## src/rtl/aes_encrypt.sv

```systemverilog
// Byte-serial AES-128 encryption core: loads 16 bytes, runs 10 rounds through one
// shared S-box, streams 16 ciphertext bytes out, then idles until the next reset.
module aes_encrypt #(
  parameter logic [127:0] KEY = 128'h000102030405060708090a0b0c0d0e0f
) (
  input  logic       clk,
  input  logic       rst,
  input  logic [7:0] input_data,
  output logic [7:0] output_data,
  output logic       output_ready
);

  localparam logic [7:0] SBOX [256] = '{
    8'h63, 8'h7c, 8'h77, 8'h7b, 8'hf2, 8'h6b, 8'h6f, 8'hc5, 8'h30, 8'h01, 8'h67, 8'h2b, 8'hfe, 8'hd7, 8'hab, 8'h76,
    8'hca, 8'h82, 8'hc9, 8'h7d, 8'hfa, 8'h59, 8'h47, 8'hf0, 8'had, 8'hd4, 8'ha2, 8'haf, 8'h9c, 8'ha4, 8'h72, 8'hc0,
    8'hb7, 8'hfd, 8'h93, 8'h26, 8'h36, 8'h3f, 8'hf7, 8'hcc, 8'h34, 8'ha5, 8'he5, 8'hf1, 8'h71, 8'hd8, 8'h31, 8'h15,
    8'h04, 8'hc7, 8'h23, 8'hc3, 8'h18, 8'h96, 8'h05, 8'h9a, 8'h07, 8'h12, 8'h80, 8'he2, 8'heb, 8'h27, 8'hb2, 8'h75,
    8'h09, 8'h83, 8'h2c, 8'h1a, 8'h1b, 8'h6e, 8'h5a, 8'ha0, 8'h52, 8'h3b, 8'hd6, 8'hb3, 8'h29, 8'he3, 8'h2f, 8'h84,
    8'h53, 8'hd1, 8'h00, 8'hed, 8'h20, 8'hfc, 8'hb1, 8'h5b, 8'h6a, 8'hcb, 8'hbe, 8'h39, 8'h4a, 8'h4c, 8'h58, 8'hcf,
    8'hd0, 8'hef, 8'haa, 8'hfb, 8'h43, 8'h4d, 8'h33, 8'h85, 8'h45, 8'hf9, 8'h02, 8'h7f, 8'h50, 8'h3c, 8'h9f, 8'ha8,
    8'h51, 8'ha3, 8'h40, 8'h8f, 8'h92, 8'h9d, 8'h38, 8'hf5, 8'hbc, 8'hb6, 8'hda, 8'h21, 8'h10, 8'hff, 8'hf3, 8'hd2,
    8'hcd, 8'h0c, 8'h13, 8'hec, 8'h5f, 8'h97, 8'h44, 8'h17, 8'hc4, 8'ha7, 8'h7e, 8'h3d, 8'h64, 8'h5d, 8'h19, 8'h73,
    8'h60, 8'h81, 8'h4f, 8'hdc, 8'h22, 8'h2a, 8'h90, 8'h88, 8'h46, 8'hee, 8'hb8, 8'h14, 8'hde, 8'h5e, 8'h0b, 8'hdb,
    8'he0, 8'h32, 8'h3a, 8'h0a, 8'h49, 8'h06, 8'h24, 8'h5c, 8'hc2, 8'hd3, 8'hac, 8'h62, 8'h91, 8'h95, 8'he4, 8'h79,
    8'he7, 8'hc8, 8'h37, 8'h6d, 8'h8d, 8'hd5, 8'h4e, 8'ha9, 8'h6c, 8'h56, 8'hf4, 8'hea, 8'h65, 8'h7a, 8'hae, 8'h08,
    8'hba, 8'h78, 8'h25, 8'h2e, 8'h1c, 8'ha6, 8'hb4, 8'hc6, 8'he8, 8'hdd, 8'h74, 8'h1f, 8'h4b, 8'hbd, 8'h8b, 8'h8a,
    8'h70, 8'h3e, 8'hb5, 8'h66, 8'h48, 8'h03, 8'hf6, 8'h0e, 8'h61, 8'h35, 8'h57, 8'hb9, 8'h86, 8'hc1, 8'h1d, 8'h9e,
    8'he1, 8'hf8, 8'h98, 8'h11, 8'h69, 8'hd9, 8'h8e, 8'h94, 8'h9b, 8'h1e, 8'h87, 8'he9, 8'hce, 8'h55, 8'h28, 8'hdf,
    8'h8c, 8'ha1, 8'h89, 8'h0d, 8'hbf, 8'he6, 8'h42, 8'h68, 8'h41, 8'h99, 8'h2d, 8'h0f, 8'hb0, 8'h54, 8'hbb, 8'h16
  };

  typedef enum logic [2:0] {LOAD, KS, SB, MIX, OUT, DONE} phase_t;

  phase_t       phase;
  logic [3:0]   cnt;
  logic [3:0]   round;
  logic [7:0]   st [16];
  logic [127:0] rk;
  logic [31:0]  tmp;

  logic [7:0]   sbox_in;
  logic [7:0]   sbox_out;
  logic [7:0]   rcon;
  logic [31:0]  w0n, w1n, w2n, w3n;
  logic [127:0] nk;
  logic [7:0]   sr  [16];
  logic [7:0]   mc  [16];
  logic [7:0]   nst [16];

  function automatic logic [7:0] xtime(input logic [7:0] b);
    return {b[6:0], 1'b0} ^ (b[7] ? 8'h1b : 8'h00);
  endfunction

  always_comb begin
    case (round)
      4'd1:    rcon = 8'h01;
      4'd2:    rcon = 8'h02;
      4'd3:    rcon = 8'h04;
      4'd4:    rcon = 8'h08;
      4'd5:    rcon = 8'h10;
      4'd6:    rcon = 8'h20;
      4'd7:    rcon = 8'h40;
      4'd8:    rcon = 8'h80;
      4'd9:    rcon = 8'h1b;
      4'd10:   rcon = 8'h36;
      default: rcon = 8'h00;
    endcase
  end

  // Shared S-box: RotWord(w3) bytes during KS, state bytes otherwise
  always_comb begin
    sbox_in = st[cnt];
    if (phase == KS) begin
      case (cnt[1:0])
        2'd0: sbox_in = rk[23:16];
        2'd1: sbox_in = rk[15:8];
        2'd2: sbox_in = rk[7:0];
        2'd3: sbox_in = rk[31:24];
      endcase
    end
  end

  assign sbox_out = SBOX[sbox_in];

  always_comb begin
    w0n = rk[127:96] ^ tmp ^ {rcon, 24'h000000};
    w1n = rk[95:64] ^ w0n;
    w2n = rk[63:32] ^ w1n;
    w3n = rk[31:0]  ^ w2n;
    nk  = {w0n, w1n, w2n, w3n};
  end

  // ShiftRows: row r of column c comes from column (c+r)%4
  always_comb begin
    for (int c = 0; c < 4; c++) begin
      for (int r = 0; r < 4; r++) begin
        sr[4'(4*c + r)] = st[4'(4*((c + r) % 4) + r)];
      end
    end
  end

  always_comb begin
    for (int c = 0; c < 4; c++) begin
      mc[4'(4*c)]     = xtime(sr[4'(4*c)]) ^ xtime(sr[4'(4*c+1)]) ^ sr[4'(4*c+1)]
                      ^ sr[4'(4*c+2)] ^ sr[4'(4*c+3)];
      mc[4'(4*c+1)]   = sr[4'(4*c)] ^ xtime(sr[4'(4*c+1)]) ^ xtime(sr[4'(4*c+2)])
                      ^ sr[4'(4*c+2)] ^ sr[4'(4*c+3)];
      mc[4'(4*c+2)]   = sr[4'(4*c)] ^ sr[4'(4*c+1)] ^ xtime(sr[4'(4*c+2)])
                      ^ xtime(sr[4'(4*c+3)]) ^ sr[4'(4*c+3)];
      mc[4'(4*c+3)]   = xtime(sr[4'(4*c)]) ^ sr[4'(4*c)] ^ sr[4'(4*c+1)]
                      ^ sr[4'(4*c+2)] ^ xtime(sr[4'(4*c+3)]);
    end
  end

  // Final round bypasses MixColumns; AddRoundKey uses the freshly finished key
  always_comb begin
    for (int i = 0; i < 16; i++) begin
      nst[i] = ((round == 4'd10) ? sr[i] : mc[i]) ^ nk[7'(127 - 8*i) -: 8];
    end
  end

  always_ff @(posedge clk or posedge rst) begin
    if (rst) begin
      phase        <= LOAD;
      cnt          <= 4'd0;
      round        <= 4'd0;
      rk           <= KEY;
      tmp          <= 32'h0;
      output_data  <= 8'h00;
      output_ready <= 1'b0;
      for (int i = 0; i < 16; i++) st[i] <= 8'h00;
    end else begin
      case (phase)
        LOAD: begin
          st[cnt] <= input_data ^ rk[{4'd15 - cnt, 3'b000} +: 8];
          cnt     <= cnt + 4'd1;
          if (cnt == 4'd15) begin
            phase <= KS;
            round <= 4'd1;
          end
        end
        KS: begin
          tmp[{~cnt[1:0], 3'b000} +: 8] <= sbox_out;
          if (cnt == 4'd3) begin
            cnt   <= 4'd0;
            phase <= SB;
          end else begin
            cnt <= cnt + 4'd1;
          end
        end
        SB: begin
          st[cnt] <= sbox_out;
          cnt     <= cnt + 4'd1;
          if (cnt == 4'd15) phase <= MIX;
        end
        MIX: begin
          for (int i = 0; i < 16; i++) st[i] <= nst[i];
          rk <= nk;
          if (round == 4'd10) begin
            phase        <= OUT;
            output_data  <= nst[0];
            output_ready <= 1'b1;
            cnt          <= 4'd1;
          end else begin
            round <= round + 4'd1;
            phase <= KS;
            cnt   <= 4'd0;
          end
        end
        OUT: begin
          output_data <= st[cnt];
          cnt         <= cnt + 4'd1;
          if (cnt == 4'd15) phase <= DONE;
        end
        DONE: begin
          output_data  <= 8'h00;
          output_ready <= 1'b0;
        end
        default: phase <= DONE;
      endcase
    end
  end

endmodule

```

## config.mk

```make
export PLATFORM = sky130hd
export DESIGN_NAME = aes_encrypt
export DESIGN_NICKNAME = d
export VERILOG_FILES = /design/src/rtl/aes_encrypt.sv
export SDC_FILE = /design/constraint.sdc
export NUM_CORES = 1
export LEC_CHECK = 0
export ABC_CLOCK_PERIOD_IN_PS = 30000
export BUFFER_PORTS_ARGS = -buffer_cell sky130_fd_sc_hd__buf_4
export CELL_PAD_IN_SITES_DETAIL_PLACEMENT = 0
export CELL_PAD_IN_SITES_GLOBAL_PLACEMENT = 2
export CORE_UTILIZATION = 46
export DETAILED_ROUTE_END_ITERATION = 7
export PLACE_DENSITY_LB_ADDON = 0.25
export REMOVE_ABC_BUFFERS = 1
export SYNTH_ARGS = -nofsm -noshare
export SYNTH_HDL_FRONTEND = slang
export SYNTH_SLANG_ARGS = --single-unit
```

## constraint.sdc

```tcl
create_clock -name clk -period 30 [get_ports clk]
set_input_delay 6 -clock clk [delete_from_list [all_inputs] [get_ports clk]]
set_output_delay 6 -clock clk [all_outputs]
set_load 0.1 [all_outputs]
```

==> results of run 1 <==
[stage by stage]
stage,instances,instance area (µm²)
2_1_floorplan,1769,18840
3_3_place_gp,2360,19930
3_5_place_dp,2360,19930
4_1_cts,2427,21120
5_1_grt,2427,21120
6_report,2427,21120
[worst max-delay path, stage by stage]
cell and delay, ns:
buf_4 0.13, inv_8 0.47, buf_4 0.81, buf_4 0.88
[flip-flops by register name (all words and copies together), names as in the netlist]
name,cells
tmp,32
rk,128
st,96
round,4
output_ready,1
phase,3
sr,32
output_data,8
cnt,4
[routing by layer]
metal,vias up,share of wire
met3,169,0.087
met2,798,0.44
li1,6909,-
met5,-,0
met4,0,0.037
met1,7944,0.44
[layout make-up]
cell class,count,area [µm²]
clock inverter,12,113.9
fill,3844,20830
timing repair buffer,52,390.4
inverter,31,123.9
clock buffer,55,1074
multi-input combinational,1430,10990
tap,539,674.4
sequential,308,7755
[path summary, 6_finish.rpt]
path | endpoint | startpoint | slack [ns] | depth (start not counted)
worst max-delay path | rk[15] | rst | 22.16 | 4
worst min-delay path | sr[113] | sr[113] | 0.47 | 2
worst max register to register | st[117] | cnt[1] | 22.44 | 17
worst min register to register | sr[113] | sr[113] | 0.47 | 2
max in group clk | st[117] | cnt[1] | 22.44 | 17
min in group asynchronous | rk[53] | rst | 5.56 | 2
[cell families (layout without fill, tap and decap cells)]
kind of cell	after synthesis	after routing	share of synthesized area
AND/OR/NAND/NOR	491	491	0.1137
AO/OA/AOI/OAI	465	465	0.1745
flip-flops	308	308	0.3960
XOR/XNOR	234	234	0.1048
multiplexers	216	216	0.1527
buffers and inverters	168	150	0.04298
adder cells (fa/ha/maj)	24	24	0.01535
[Yosys cell counts (50+ instances only)]
master    number  area [µm²]
dfrtp_1      276        6907
nand2_1      210       788.3
xnor2_1      153        1340
nor2_1       111       416.7
mux2_2       100        1126
o21ai_0       87       435.4
xor2_1        81       709.4
a21oi_1       74       370.4
mux2i_1       60       600.6
nand3_1       60       300.3
mux4_2        55        1239
clkbuf_1      50       187.7
[where the power goes]
part	internal (mW)	switching (mW)	leakage (nW)
logic	0.109	0.211	4.06
registers	0.465	0.0240	3.51
clock network	0.258	0.182	0.585
total	0.831	0.417	8.15
==> summary.txt, run 1 <==
STA
  – Slew @ Worst Pin: 1.253 ns
  – RSZ-0062 raised after global routing: no
  – Min setup slack post-route: 22.16 ns
  – Layout Skew: 0.02334 ns
  – Slew HR: 0.1615
  – Setup TNS: 0 ns
  – Hold Fails Final Rpt: 0
  – Fin. max-slew vios: 0
  – Final setup fails: 0
  – Post-Route Hold Slack: 0.4745 ns
  – Fin crit period: 7.837 ns
  – Final period utilization: 0.2612
  – Max Fclk: 127.6 MHz

Synthesis
  – Synth Cell Area: 0.01956 mm²
  – Yosys warnings: 128
  – Synth Flop Type: dfrtp_1
  – Library cells used by synthesis: 100
  – Mean area per synthesized cell: 10.26 µm²
  – Async SR Flop Fraction: 1.000
  – Cells after Synth: 1906
  – Number of synthesized flops with an enable pin: 0
  – Seq cells post-synth: 308
  – Sequential area share after synthesis: 0.3960

Clocking
  – H-tree Lvls: 2
  – Total CTS buffers: 37
  – # Post-CTS Setup Buffers: 0
  – Clock transition at path regs: 0.06 ns
  – Cts hold-fix bufs: 0
  – CTS tree: built
  – # clock sinks: 308
  – Clock root cell: clkbuf_16
  – CTS resizes: 0
  – Clk buf depth: 3
  – Clock latency on the worst-skew pair: 0.56 ns

Routing
  – Final wirelength: 64620 µm
  – DR vias/cell: 6.518
  – Initial DRT Pass Iterations: 6
  – Post-route ant nets: 0
  – DRT iter0 DRCs: 1749
  – DRC viols: 0
  – Via count: 15820
  – Drt wl/cell: 26.63 µm

Die
  – Die H: 208.2 µm
  – Rows: 75
  – Number of placed I/O pins: 19
  – Die area: 0.04336 mm²
  – Core Region: 0.04195 mm²
  – Die width: 208.2 µm
  – Initial Util: 0.4664

Worst setup path
  – Maximum net fanout on the critical path: 108
  – Setup crit end kind: asynchronous set/reset pin
  – Startpoint Class: input port
  – Setup CP Type: in2async
  – CP required: 30.54 ns
  – Arr. time, crit path: 8.37 ns

Placed design
  – Setup slack at placement: 21.39 ns
  – Gpl congestion: 0.9848
  – IO buf count: 18
  – Detailed placement HPWL: 42190 µm

Global route
  – Initial antenna violation count: 0
  – GRT Max-Usage Layer: met2
  – Grt met2 use: 0.4505
  – Vias in the first global route: 15580
  – Pin count of the biggest net entering global routing: 109
  – First-pass GRT wire length: 99260 µm
  – GR Util met1: 0.4280
  – Congestion Overflow GR: 0
  – GRT Overall Usage: 0.3005
  – M3 GR Usage: 0.06174

Finish
  – Layout Nets: 1894
  – Antenna Cells: 0
  – Fraction of layout cells with a size suffix above 1: 0.1870
  – Commonest non-fill, non-tap cells in the layout: 274 x dfrtp_1, 209 x nand2_1, 153 x xnor2_1
  – Post-Route Utilization: 0.5035
  – Commonest non-fill, non-tap cell in the layout: dfrtp_1
  – Synthesis-to-finish area growth: 7.950%

Pwr
  – Total power draw: 1.248 mW
  – PD cells: 59.10 mW/mm²
  – Leak pwr: 8.155 nW
  – Peak supply drop: 49.53 µV

Flow run
  – Max-cap violation count: 0

Worst hold path
  – Hold Path Class: reg2reg

Status
  – Status: finished, final reports clean
Note: power is estimated with default switching activity, not from simulation.
==> run 2: changes to the inputs <==
ABC_CLOCK_PERIOD_IN_PS = 6980   (was 30000)
CORE_UTILIZATION = 39   (was 46)
clock period = 6.98 ns   (was 30 ns; I/O delays follow)
==> run 2 against run 1 <==
Effect of this change: core utilization is 6.4 points lower; flip-flop and latch count stayed put; highest routed layer unchanged; first-iteration DRC count is 0.91% lower; critical path type is now reg2reg; wire length is 7.9% higher; clock skew is 0.0030 ns higher; final area is 2.6% higher; clock power grew to 4.6 times the previous value; global-route usage is 2.1 points lower.
==> summary.txt, run 2 (synthesis gave the netlist of run 1 again) <==
STA
  – Layout Skew: 0.02635 ns
  – Hold Fails Final Rpt: 0
  – RSZ-0062 raised after global routing: no
  – Post-Route Hold Slack: 0.4816 ns
  – Fin crit period: 6.720 ns
  – Min setup slack post-route: 0.2599 ns
  – Slew HR: 0.1855
  – Slew @ Worst Pin: 1.217 ns
  – Final period utilization: 0.9628
  – Final setup fails: 0
  – Setup TNS: 0 ns
  – Fin. max-slew vios: 0
  – Max Fclk: 148.8 MHz

Pwr
  – PD cells: 258.9 mW/mm²
  – Peak supply drop: 238.0 µV
  – Leak pwr: 8.363 nW
  – Total power draw: 5.609 mW

Routing
  – Drt wl/cell: 26.99 µm
  – DRT iter0 DRCs: 1733
  – Initial DRT Pass Iterations: 8
  – Via count: 15930
  – Final wirelength: 69690 µm
  – Post-route ant nets: 0
  – DR vias/cell: 6.170
  – DRC viols: 0

Worst setup path
  – Arr. time, crit path: 7.22 ns
  – Setup crit end kind: flop
  – Setup CP Type: reg2reg
  – Startpoint Class: flop
  – Maximum net fanout on the critical path: 29
  – CP required: 7.48 ns

Placed design
  – Setup slack at placement: 0.5431 ns
  – Detailed placement HPWL: 47770 µm
  – Placed cell areas: 0.02037 mm²
  – # placed instances: 2517
  – IO buf count: 18
  – Gpl congestion: 1.050

Die
  – Die H: 226.0 µm
  – Core Region: 0.04925 mm²
  – Die area: 0.05106 mm²
  – Initial Util: 0.3972
  – Die width: 226.0 µm
  – Rows: 81
  – Number of placed I/O pins: 19

Finish
  – Max reg flops: 128
  – Fill cell total of the finished layout: 4782
  – Antenna Cells: 0
  – Synthesis-to-finish area growth: 10.71%
  – Top flop regs: rk (128), st (96)
  – Non-Filler Instances: 2582
  – Commonest non-fill, non-tap cells in the layout: 274 x dfrtp_1, 209 x nand2_1, 153 x xnor2_1
  – Fraction of layout cells with a size suffix above 1: 0.2023
  – Commonest non-fill, non-tap cell in the layout: dfrtp_1
  – Post-layout instance area: 0.02166 mm²
  – Post-Route Utilization: 0.4397
  – Layout Nets: 1926
  – Reg with most FFs: rk

Clocking
  – # Post-CTS Setup Buffers: 0
  – CTS resizes: 0
  – Clk buf depth: 3
  – Cts hold-fix bufs: 0
  – CTS tree: built
  – # clock sinks: 308
  – H-tree Lvls: 2
  – Clock latency on the worst-skew pair: 0.57 ns
  – Total CTS buffers: 37
  – Clock root cell: clkbuf_16
  – Clock transition at path regs: 0.06 ns

Global route
  – GR Util met1: 0.3890
  – Vias in the first global route: 16050
  – Congestion Overflow GR: 0
  – First-pass GRT wire length: 106200 µm
  – Pin count of the biggest net entering global routing: 185
  – GRT Max-Usage Layer: met2
  – Grt met2 use: 0.4249
  – M3 GR Usage: 0.06349
  – GRT Overall Usage: 0.2796
  – Initial antenna violation count: 0

Flow run
  – Max-cap violation count: 0

Worst hold path
  – Hold Path Class: reg2reg

Status
  – Status: finished, final reports clean
==> run 2: changes by cell type in the layout (fill, tap and decap cells not counted), sizes merged <==
cell / delta
bufinv: +4
buf: +32
inv: +1
clkinvlp: +1
clkinv: -1
clkbuf: -7
==> run 2: worst paths after layout <==
| path | start | endpoint | slack (ns) | depth (start not counted) |
|---|---|---|---|---|
| setup / recovery | cnt[1] | st[61] | 0.26 | 17 |
| hold / removal | sr[89] | sr[89] | 0.48 | 2 |
| setup reg to reg | cnt[1] | st[61] | 0.26 | 17 |
| hold reg to reg | sr[89] | sr[89] | 0.48 | 2 |
| max in group asynchronous | rst | cnt[1] | 4.40 | 3 |
| min in group asynchronous | rst | rk[71] | 1.03 | 2 |
==> run 2: power breakdown <==
part,leakage (nW),switching (mW),internal (mW)
Sequential,3.51,0.104,2.00
Clock,0.626,0.811,1.23
Combinational,4.23,0.965,0.501
==> run 2: per-layer routing <==
layer	vias to the layer above	wire length [µm]
met5	-	0
met4	0	2585
met3	172	5455
met2	694	30690
met1	8100	30960
li1	6966	-
==> run 2: final cells by class <==
cell class              instances  area (µm²)  area share
multi-input cells            1430       10990      0.5074
flip-flops and latches        308        7755      0.3580
inverters                      31       123.9    0.005719
repair buffers                 84       668.1     0.03085
clock buffers                  48        1017     0.04696
clock inverters                17       274.0     0.01265
well taps                     664       830.8     0.03836
==> run 2: worst max-delay path: stages (launching register included) <==
cell      delay (ns)
dfrtp_4         0.72
inv_1           0.25
ha_1            0.46
a222oi_1        0.43
a211o_1         0.26
o41a_1          0.29
nand2_2         0.22
buf_4           0.28
inv_2           0.23
ha_1            0.51
inv_1           0.31
nor3_1          0.41
o31ai_1         0.15
o211ai_1        0.31
o211ai_1        0.15
a221oi_1        0.73
o41a_1          0.65
mux2_2          0.28
